==> src/rtl/frame_sched_pkg.sv <==
// Shared types and default widths for the frame transmit scheduler.
package frame_sched_pkg;

  localparam int unsigned PIX_W_DEFAULT  = 12;
  localparam int unsigned ADDR_W_DEFAULT = 17;

  typedef enum logic [1:0] {
    IDLE = 2'd0,
    SEND = 2'd1,
    GAP  = 2'd2
  } sched_state_t;

endpackage

==> src/rtl/frame_tx_scheduler_rr_pick.sv <==
// Round-robin priority selector: first asserted request after last_idx, with wrap.
module rr_pick #(
  parameter int unsigned N     = 2,
  parameter int unsigned IDX_W = (N > 1) ? $clog2(N) : 1
) (
  input  logic [N-1:0]     req,
  input  logic [IDX_W-1:0] last_idx,
  output logic             valid,
  output logic [IDX_W-1:0] idx
);

  int unsigned cand;

  // Scan last_idx+1 .. last_idx+N (mod N) and keep the first hit.
  always_comb begin
    valid = 1'b0;
    idx   = '0;
    cand  = 0;
    for (int unsigned i = 1; i <= N; i++) begin
      cand = (32'(last_idx) + i) % N;
      if (!valid && req[IDX_W'(cand)]) begin
        valid = 1'b1;
        idx   = IDX_W'(cand);
      end
    end
  end

endmodule

==> src/rtl/frame_tx_scheduler.sv <==
// Per-frame round-robin sharing of the UART image sender between pixel sources,
// with an enforced inter-frame gap and a SEND watchdog.
module frame_tx_scheduler
  import frame_sched_pkg::*;
#(
  parameter int unsigned NUM_REQ        = 2,
  parameter int unsigned PIX_W          = PIX_W_DEFAULT,
  parameter int unsigned ADDR_W         = ADDR_W_DEFAULT,
  parameter int unsigned GAP_CYCLES     = 50_000_000,
  parameter int unsigned TIMEOUT_CYCLES = 250_000_000
) (
  input  logic                       clk,
  input  logic                       rst,
  input  logic                       sched_en,
  input  logic [NUM_REQ-1:0]         req,
  input  logic [NUM_REQ*PIX_W-1:0]   pix_in,
  input  logic [ADDR_W-1:0]          addr_in,
  input  logic                       tx_done,
  output logic                       tx_en,
  output logic [PIX_W-1:0]           pix_out,
  output logic [ADDR_W-1:0]          addr_out,
  output logic [NUM_REQ-1:0]         grant,
  output logic [NUM_REQ-1:0]         frame_done,
  output logic                       timeout_err,
  output logic [1:0]                 state_out
);

  localparam int unsigned IDX_W   = (NUM_REQ > 1) ? $clog2(NUM_REQ) : 1;
  localparam int unsigned CNT_MAX = (GAP_CYCLES > TIMEOUT_CYCLES) ? GAP_CYCLES : TIMEOUT_CYCLES;
  localparam int unsigned CNT_W   = $clog2(CNT_MAX + 1);
  localparam logic [CNT_W-1:0] WDOG_LAST = CNT_W'(TIMEOUT_CYCLES - 1);
  localparam logic [CNT_W-1:0] GAP_LOAD  = CNT_W'(GAP_CYCLES);

  sched_state_t       state;
  logic [IDX_W-1:0]   last_idx;
  logic [CNT_W-1:0]   wdog;
  logic [CNT_W-1:0]   gap_cnt;
  logic               pick_valid;
  logic [IDX_W-1:0]   pick_idx;
  logic [PIX_W-1:0]   pix_arr [NUM_REQ];

  rr_pick #(
    .N     (NUM_REQ),
    .IDX_W (IDX_W)
  ) u_rr_pick (
    .req      (req),
    .last_idx (last_idx),
    .valid    (pick_valid),
    .idx      (pick_idx)
  );

  // Unpack the per-source pixel lanes.
  for (genvar k = 0; k < NUM_REQ; k++) begin : g_pix
    assign pix_arr[k] = pix_in[k*PIX_W +: PIX_W];
  end

  // last_idx holds the granted source for the whole frame; zero when nothing granted.
  assign pix_out   = (|grant) ? pix_arr[last_idx] : '0;
  assign addr_out  = addr_in;
  assign state_out = 2'(state);

  // Frame scheduler: IDLE -> SEND (until tx_done or watchdog) -> GAP -> IDLE.
  always_ff @(posedge clk or posedge rst) begin
    if (rst) begin
      state       <= IDLE;
      tx_en       <= 1'b0;
      grant       <= '0;
      frame_done  <= '0;
      timeout_err <= 1'b0;
      wdog        <= '0;
      gap_cnt     <= '0;
      last_idx    <= IDX_W'(NUM_REQ - 1);
    end else begin
      frame_done  <= '0;
      timeout_err <= 1'b0;
      unique case (state)
        IDLE: begin
          if (sched_en && pick_valid) begin
            state    <= SEND;
            grant    <= NUM_REQ'(1) << pick_idx;
            last_idx <= pick_idx;
            tx_en    <= 1'b1;
            wdog     <= '0;
          end
        end
        SEND: begin
          // tx_done takes precedence over a coincident watchdog expiry.
          if (tx_done || (wdog == WDOG_LAST)) begin
            frame_done  <= tx_done ? grant : '0;
            timeout_err <= ~tx_done;
            tx_en       <= 1'b0;
            grant       <= '0;
            gap_cnt     <= GAP_LOAD;
            state       <= GAP;
          end else begin
            wdog <= wdog + CNT_W'(1);
          end
        end
        GAP: begin
          if (gap_cnt == '0) begin
            state <= IDLE;
          end else begin
            gap_cnt <= gap_cnt - CNT_W'(1);
          end
        end
        default: state <= IDLE;
      endcase
    end
  end

endmodule

==> config.mk <==
export PLATFORM = sky130hd
export DESIGN_NAME = frame_tx_scheduler
export DESIGN_NICKNAME = d
export VERILOG_FILES = /design/src/rtl/frame_sched_pkg.sv /design/src/rtl/frame_tx_scheduler_rr_pick.sv /design/src/rtl/frame_tx_scheduler.sv
export SDC_FILE = /design/constraint.sdc
export NUM_CORES = 1
export LEC_CHECK = 0
export CORE_ASPECT_RATIO = 1.4
export CORE_UTILIZATION = 40
export DETAILED_ROUTE_END_ITERATION = 12
export DONT_BUFFER_PORTS = 1
export REMOVE_ABC_BUFFERS = 1
export SYNTH_ARGS = -nofsm -noshare
export SYNTH_HDL_FRONTEND = slang
export SYNTH_SLANG_ARGS = --single-unit
==> constraint.sdc <==
create_clock -name clk -period 2.7 [get_ports clk]
set_input_delay 0.81 -clock clk [delete_from_list [all_inputs] [get_ports clk]]
set_output_delay 0.81 -clock clk [all_outputs]
set_load 0.01 [all_outputs]
After elaboration in Yosys (flattened, before gate mapping)
Index checks and enable logic that the tools add are counted.
W data, S select, Z words.
{"block": "totals", "mem_bits_ro": 0, "mem_bits_rw": 0, "n_memories": 0, "reg_bits": 65, "elab_cells": 73, "latch_bits": 0}
{"block": "op_classes", "shifts": 1, "reduce_logical": 14, "n_eq_ne": 8, "multipliers": 0, "add_sub_neg": 4, "div": 0, "n_bitwise": 2, "order_cmp": 3, "muxes": 33}
{"operator": "$mux W28", "n": 4}
{"operator": "$pmux W28 S2", "n": 2}
{"operator": "$mux W12", "n": 4}
{"operator": "$add A28 B1 Y28 const B", "n": 1}
{"operator": "$eq A28 B28 Y1 const B", "n": 1}
{"operator": "$logic_not A28 Y1", "n": 1}
{"operator": "$sub A28 B1 Y28 const B", "n": 1}
{"operator": "$mux W2", "n": 8}
{"operator": "$mux W1", "n": 12}
{"operator": "$reduce_and A3 Y1", "n": 4}
{"operator": "$ne A2 B2 Y1 const B", "n": 5}
{"operator": "$pmux W2 S3", "n": 1}
{"operator": "$lt A1 B2 Y1 const B", "n": 2}
{"operator": "$pmux W2 S2", "n": 1}
{"operator": "$reduce_bool A2 Y1", "n": 2}
{"operator": "$add A1 B1 Y1 const B", "n": 2}
{"operator": "$eq A2 B1 Y1 const B", "n": 1}
{"operator": "$eq A2 B2 Y1 const B", "n": 1}
{"operator": "$ge A2 B2 Y1 const B", "n": 1}
{"operator": "$logic_and A1 B1 Y1", "n": 2}
{"operator": "$logic_not A2 Y1", "n": 1}
{"operator": "$not A1 Y2", "n": 1}
{"operator": "$pmux W1 S2", "n": 1}
{"operator": "$reduce_and A2 Y1", "n": 1}
{"operator": "5 further kinds", "n": 5}

Logic depth before layout (Yosys ltp)
{"block": "logic_depth", "ltp_word": 10, "ltp_mapped": 8, "mapped_depth_nobuf": 7}

Cells and area by module
Synthesis repeated with hierarchy kept, for this count alone.
{"block": "unflattened", "cells_unflattened": 408, "area_unflattened_um2": 3701.0}
{"mod": "frame_tx_scheduler", "area_per_inst_um2": 3687.3, "cells_each": 406, "n_inst": 1}
{"mod": "rr_pick", "area_per_inst_um2": 13.8, "cells_each": 2, "n_inst": 1}

Worst setup path after synthesis
No wires, ideal clock.
{"block": "synth_timing", "kind": "register to register", "startpoint": "reg gap_cnt[4]", "endpoint": "reg gap_cnt[26]", "n_path_buf": 1, "setup_ns": 0.078, "stages_incl_launch_ff": 7, "arrival_time_ns": 2.310, "required_ns": 2.622, "setup_slack_ns": 0.311, "cell_sequence": "dfrtp_1 -> or4_1 -> clkbuf_2 -> nand3b_4 -> or4_4 -> or4_1 -> a21oi_1"}
{"block": "synth_between", "elab_chain_cells": 3, "word_cells_on_any_way": 6, "cone_classes": "add/sub: 1; eq/ne: 1; mux: 2; reduce/logical: 2"}
{"item": "start: declaration", "line": "frame_tx_scheduler.sv:37", "source": "logic [CNT_W-1:0] gap_cnt;"}
{"item": "start signal: assignment", "line": "frame_tx_scheduler.sv:103", "source": "gap_cnt <= gap_cnt - CNT_W'(1);"}
{"item": "$sub A28 B1 Y28 / $logic_not A28 Y1 (equally long branches)", "line": "frame_tx_scheduler.sv:103, frame_tx_scheduler.sv:100"}
{"item": "$mux W28 / $ne A2 B2 Y1 (equally long branches)"}
{"item": "$pmux W28 S2 / $reduce_and A3 Y1 (equally long branches)"}
Several ways; a longest one is shown, not always the timed one. The select of a mux whose other input is x is not followed.
A chain may end at the register's enable or synchronous reset.

Worst setup path after layout
{"block": "layout_timing", "startpoint": "reg gap_cnt[21]", "endpoint": "reg gap_cnt[7]"}
{"block": "layout_between", "elab_chain_cells": 3}
{"item": "$logic_not A28 Y1", "line": "frame_tx_scheduler.sv:100", "source": "if (gap_cnt == '0) begin"}
{"item": "$ne A2 B2 Y1 (no source line)"}
{"item": "$reduce_and A3 Y1 (no source line)"}
No other way between the ends.

==> results.json <==
{
  "end_kind": "flip-flop",
  "fin_area_um2": 4220,
  "synth_top_family_by_area": "simple AND/OR/NAND/NOR gates",
  "cp_slowest_stage_delay_ns": 0.69,
  "hpwlAfterDp_mm": 6.77,
  "ys_warn_count": 0,
  "drc": 0,
  "grt_pass1_vias": 3052,
  "grtUsageMet2": 0.330,
  "die_area_um2": 10100,
  "nFillCells": 906,
  "overflow": 0,
  "num_vias": 3133,
  "synth-xor-area-share": 0.0520,
  "gr-usage-met3": 0.0796,
  "synthAdderAreaFrac": 0.00969,
  "start_util": 0.410,
  "setup_tns_ns": 0,
  "insertion_delay_ns": 0.33,
  "fin_crit_sh": 0.904,
  "met1_usage": 0.217,
  "die_y_um": 118,
  "cp_num_buf_inv": 1,
  "num_rows": 42,
  "muxShareOfSynthArea": 0.0465,
  "h-tree-depth": 3,
  "cellPowerDensity_nw_per_um2": 497,
  "cp-start-kind": "flip-flop",
  "fmax_ghz": 0.410,
  "synth-simple-area-share": 0.290,
  "fin_skew_ns": 0.00657,
  "synth_edf_count": 0,
  "wl_per_cell_um": 18.1,
  "track_usage": 0.197,
  "syn_area_per_cell_um2": 9.29,
  "grt_setup_unrepaired": "no",
  "syn_area_um2": 3870,
  "fin_crit_ns": 2.44,
  "drt-total-wl_mm": 9.40,
  "cp_max_fo": 7,
  "place_ws_ns": 0.248,
  "synth-compound-area-share": 0.119,
  "post-cts-setup-buffer-count": 0,
  "min_path_type": "input port to async pin",
  "grt_pass1_wl_mm": 15.3,
  "firstDrtPassIters": 4,
  "synth_seq_cells": 65,
  "outcome": "finished, final reports clean",
  "cp_common_cell": "or4_1",
  "antenna_found_initial": 0,
  "nets": 455,
  "irDropWorstVdd_mv": 0.282,
  "cts_hold_buf": 0,
  "antennaDiodeCount": 0,
  "ys_seq_area_frac": 0.420,
  "viasPerCell": 6.03,
  "relSlewSlack": 0.518,
  "setup_slack_ns": 0.258,
  "async_flop_share": 1.00,
  "gp_congestion": 0.828,
  "dr.first_iter.drc_count": 115,
  "worstPathArrival_ns": 2.62,
  "syn_inst": 417,
  "required_ns": 2.88,
  "cts-root-to-sink-buffers": 2,
  "cap_violations": 0,
  "cts_resized": 0,
  "path_clk_slew_ns": 0.06,
  "drive_gt1_frac": 0.100,
  "p_leak_nw": 1.61,
  "criticalPathCategory": "flip-flop to flip-flop",
  "io_pins": 84,
  "cp_top_family": "simple AND/OR/NAND/NOR gates",
  "place.port_buffers": 0,
  "cpMaxStageDelayCell": "or4_1",
  "hold_viol": 0,
  "tritoncts": "done",
  "numClockSinks": 65,
  "chipWidth_um": 85.2,
  "synth_flop_cell": "dfrtp_1",
  "cts-root-buf": "clkbuf_16",
  "area_delta_synth_final_pct": 8.81,
  "place_area_um2": 3930,
  "numCtsBuffers": 9,
  "path_cells": "or4_4 -> or4_1 -> o31ai_1 -> buf_4 -> or4_1 -> nand3_1",
  "grt-busiest-layer": "met2",
  "core_um2": 9460,
  "grt_max_degree": 39,
  "final_antenna_net_count": 0,
  "setup_viol": 0,
  "tightestPinTransition_ns": 0.724,
  "synthDistinctLibCells": 52,
  "drv_slew": 0
}
## per-layer routing
metal  vias up  share of wire  wire length, um
met3        15          0.058              541
met2        61           0.51             4820
met4         2          0.018              170
li1       1509              -                -
met5         -         0.0062               58
met1      1546           0.41             3810
## Yosys cell counts (4+ instances only)
library cell	n	area, um2
a21oi_1	16	80.1
and2_1	5	31.3
and3_1	7	43.8
and4_1	10	87.6
buf_4	17	128
clkbuf_1	18	67.6
dfrtp_1	64	1600
inv_1	8	30.0
mux2i_1	18	180
nand2_1	34	128
nand2b_1	8	50.1
nand3_1	17	85.1
nand4_1	11	68.8
nor2_1	38	143
nor3_1	7	35.0
nor4_1	17	106
nor4b_1	5	43.8
nor4bb_1	4	40.0
o211ai_1	4	30.0
o21a_1	4	30.0
o21ai_0	10	50.1
o31ai_1	14	105
or3_1	7	43.8
or4_1	14	105
xnor2_1	18	158
xor2_1	5	43.8
## kinds of logic (layout without fill, tap and decap cells)
group | Yosys count | after routing
compound gates | 66 | 66
xor+xnor | 23 | 23
fa+ha+maj | 3 | 3
buf+inv | 47 | 40
flops | 65 | 65
mux | 18 | 18
simple gates | 195 | 195
## cells in the final DEF (no fill, tap or decap), types with 11 or more instances in the layout
| cell type | count |
|---|---|
| dfrtp_1 | 64 |
| nor2_1 | 38 |
| nand2_1 | 34 |
| xnor2_1 | 18 |
| mux2i_1 | 18 |
| nor4_1 | 17 |
| nand3_1 | 17 |
| a21oi_1 | 16 |
| buf_4 | 15 |
| or4_1 | 14 |
| o31ai_1 | 14 |
| nand4_1 | 11 |
## final cells by class
| class | instances | area (um2) | area share |
|---|---|---|---|
| clock buffers | 11 | 253 | 0.0599 |
| clock inverters | 5 | 30.0 | 0.00712 |
| inverters | 8 | 30.0 | 0.00712 |
| multi-input cells | 305 | 2010 | 0.476 |
| flip-flops and latches | 65 | 1630 | 0.386 |
| well taps | 110 | 138 | 0.0326 |
| repair buffers | 16 | 133 | 0.0315 |
## power by group
part	total, mW	switching, mW	internal, mW
clock network	1.09	0.426	0.665
logic	0.0295	0.0221	0.00733
registers	0.975	0	0.975
total	2.10	0.448	1.65
## state kept, by name, indices dropped and copies added (netlist names)
signal,cells
tx_en,1
grant,2
timeout_err,1
gap_cnt,28
state_out,2
frame_done,2
last_idx,1
wdog,28
## path summary, 6_finish.rpt
| kind | from | endpoint | slack [ns] | cells after the start |
|---|---|---|---|---|
| worst min register to register | wdog[3]$_DFFE_PP0P_ | wdog[3]$_DFFE_PP0P_ | 0.53 | 1 |
| worst max-delay path | gap_cnt[21]$_DFFE_PP0P_ | gap_cnt[7]$_DFFE_PP0P_ | 0.26 | 6 |
| worst max register to register | gap_cnt[21]$_DFFE_PP0P_ | gap_cnt[7]$_DFFE_PP0P_ | 0.26 | 6 |
| max in group asynchronous | rst | last_idx$_DFFE_PP1P_ | 1.54 | 2 |
| worst min-delay path | rst | wdog[5]$_DFFE_PP0P_ | 0.45 | 1 |
| min in group clk | wdog[3]$_DFFE_PP0P_ | wdog[3]$_DFFE_PP0P_ | 0.53 | 1 |
## per-stage QoR
step | hold WS [ns] | util | power (mW) | cells
floorplan | 0.474 | - | 1.01 | 378
global route | 0.497 | 0.446 | 2.17 | 520
CTS | 0.472 | 0.446 | 2.12 | 520
global placement | 0.506 | 0.416 | 1.02 | 504
detailed placement | 0.515 | 0.416 | 1.02 | 504
finish | 0.452 | 0.446 | 2.10 | 520
Power figures use the tool's default switching activity.
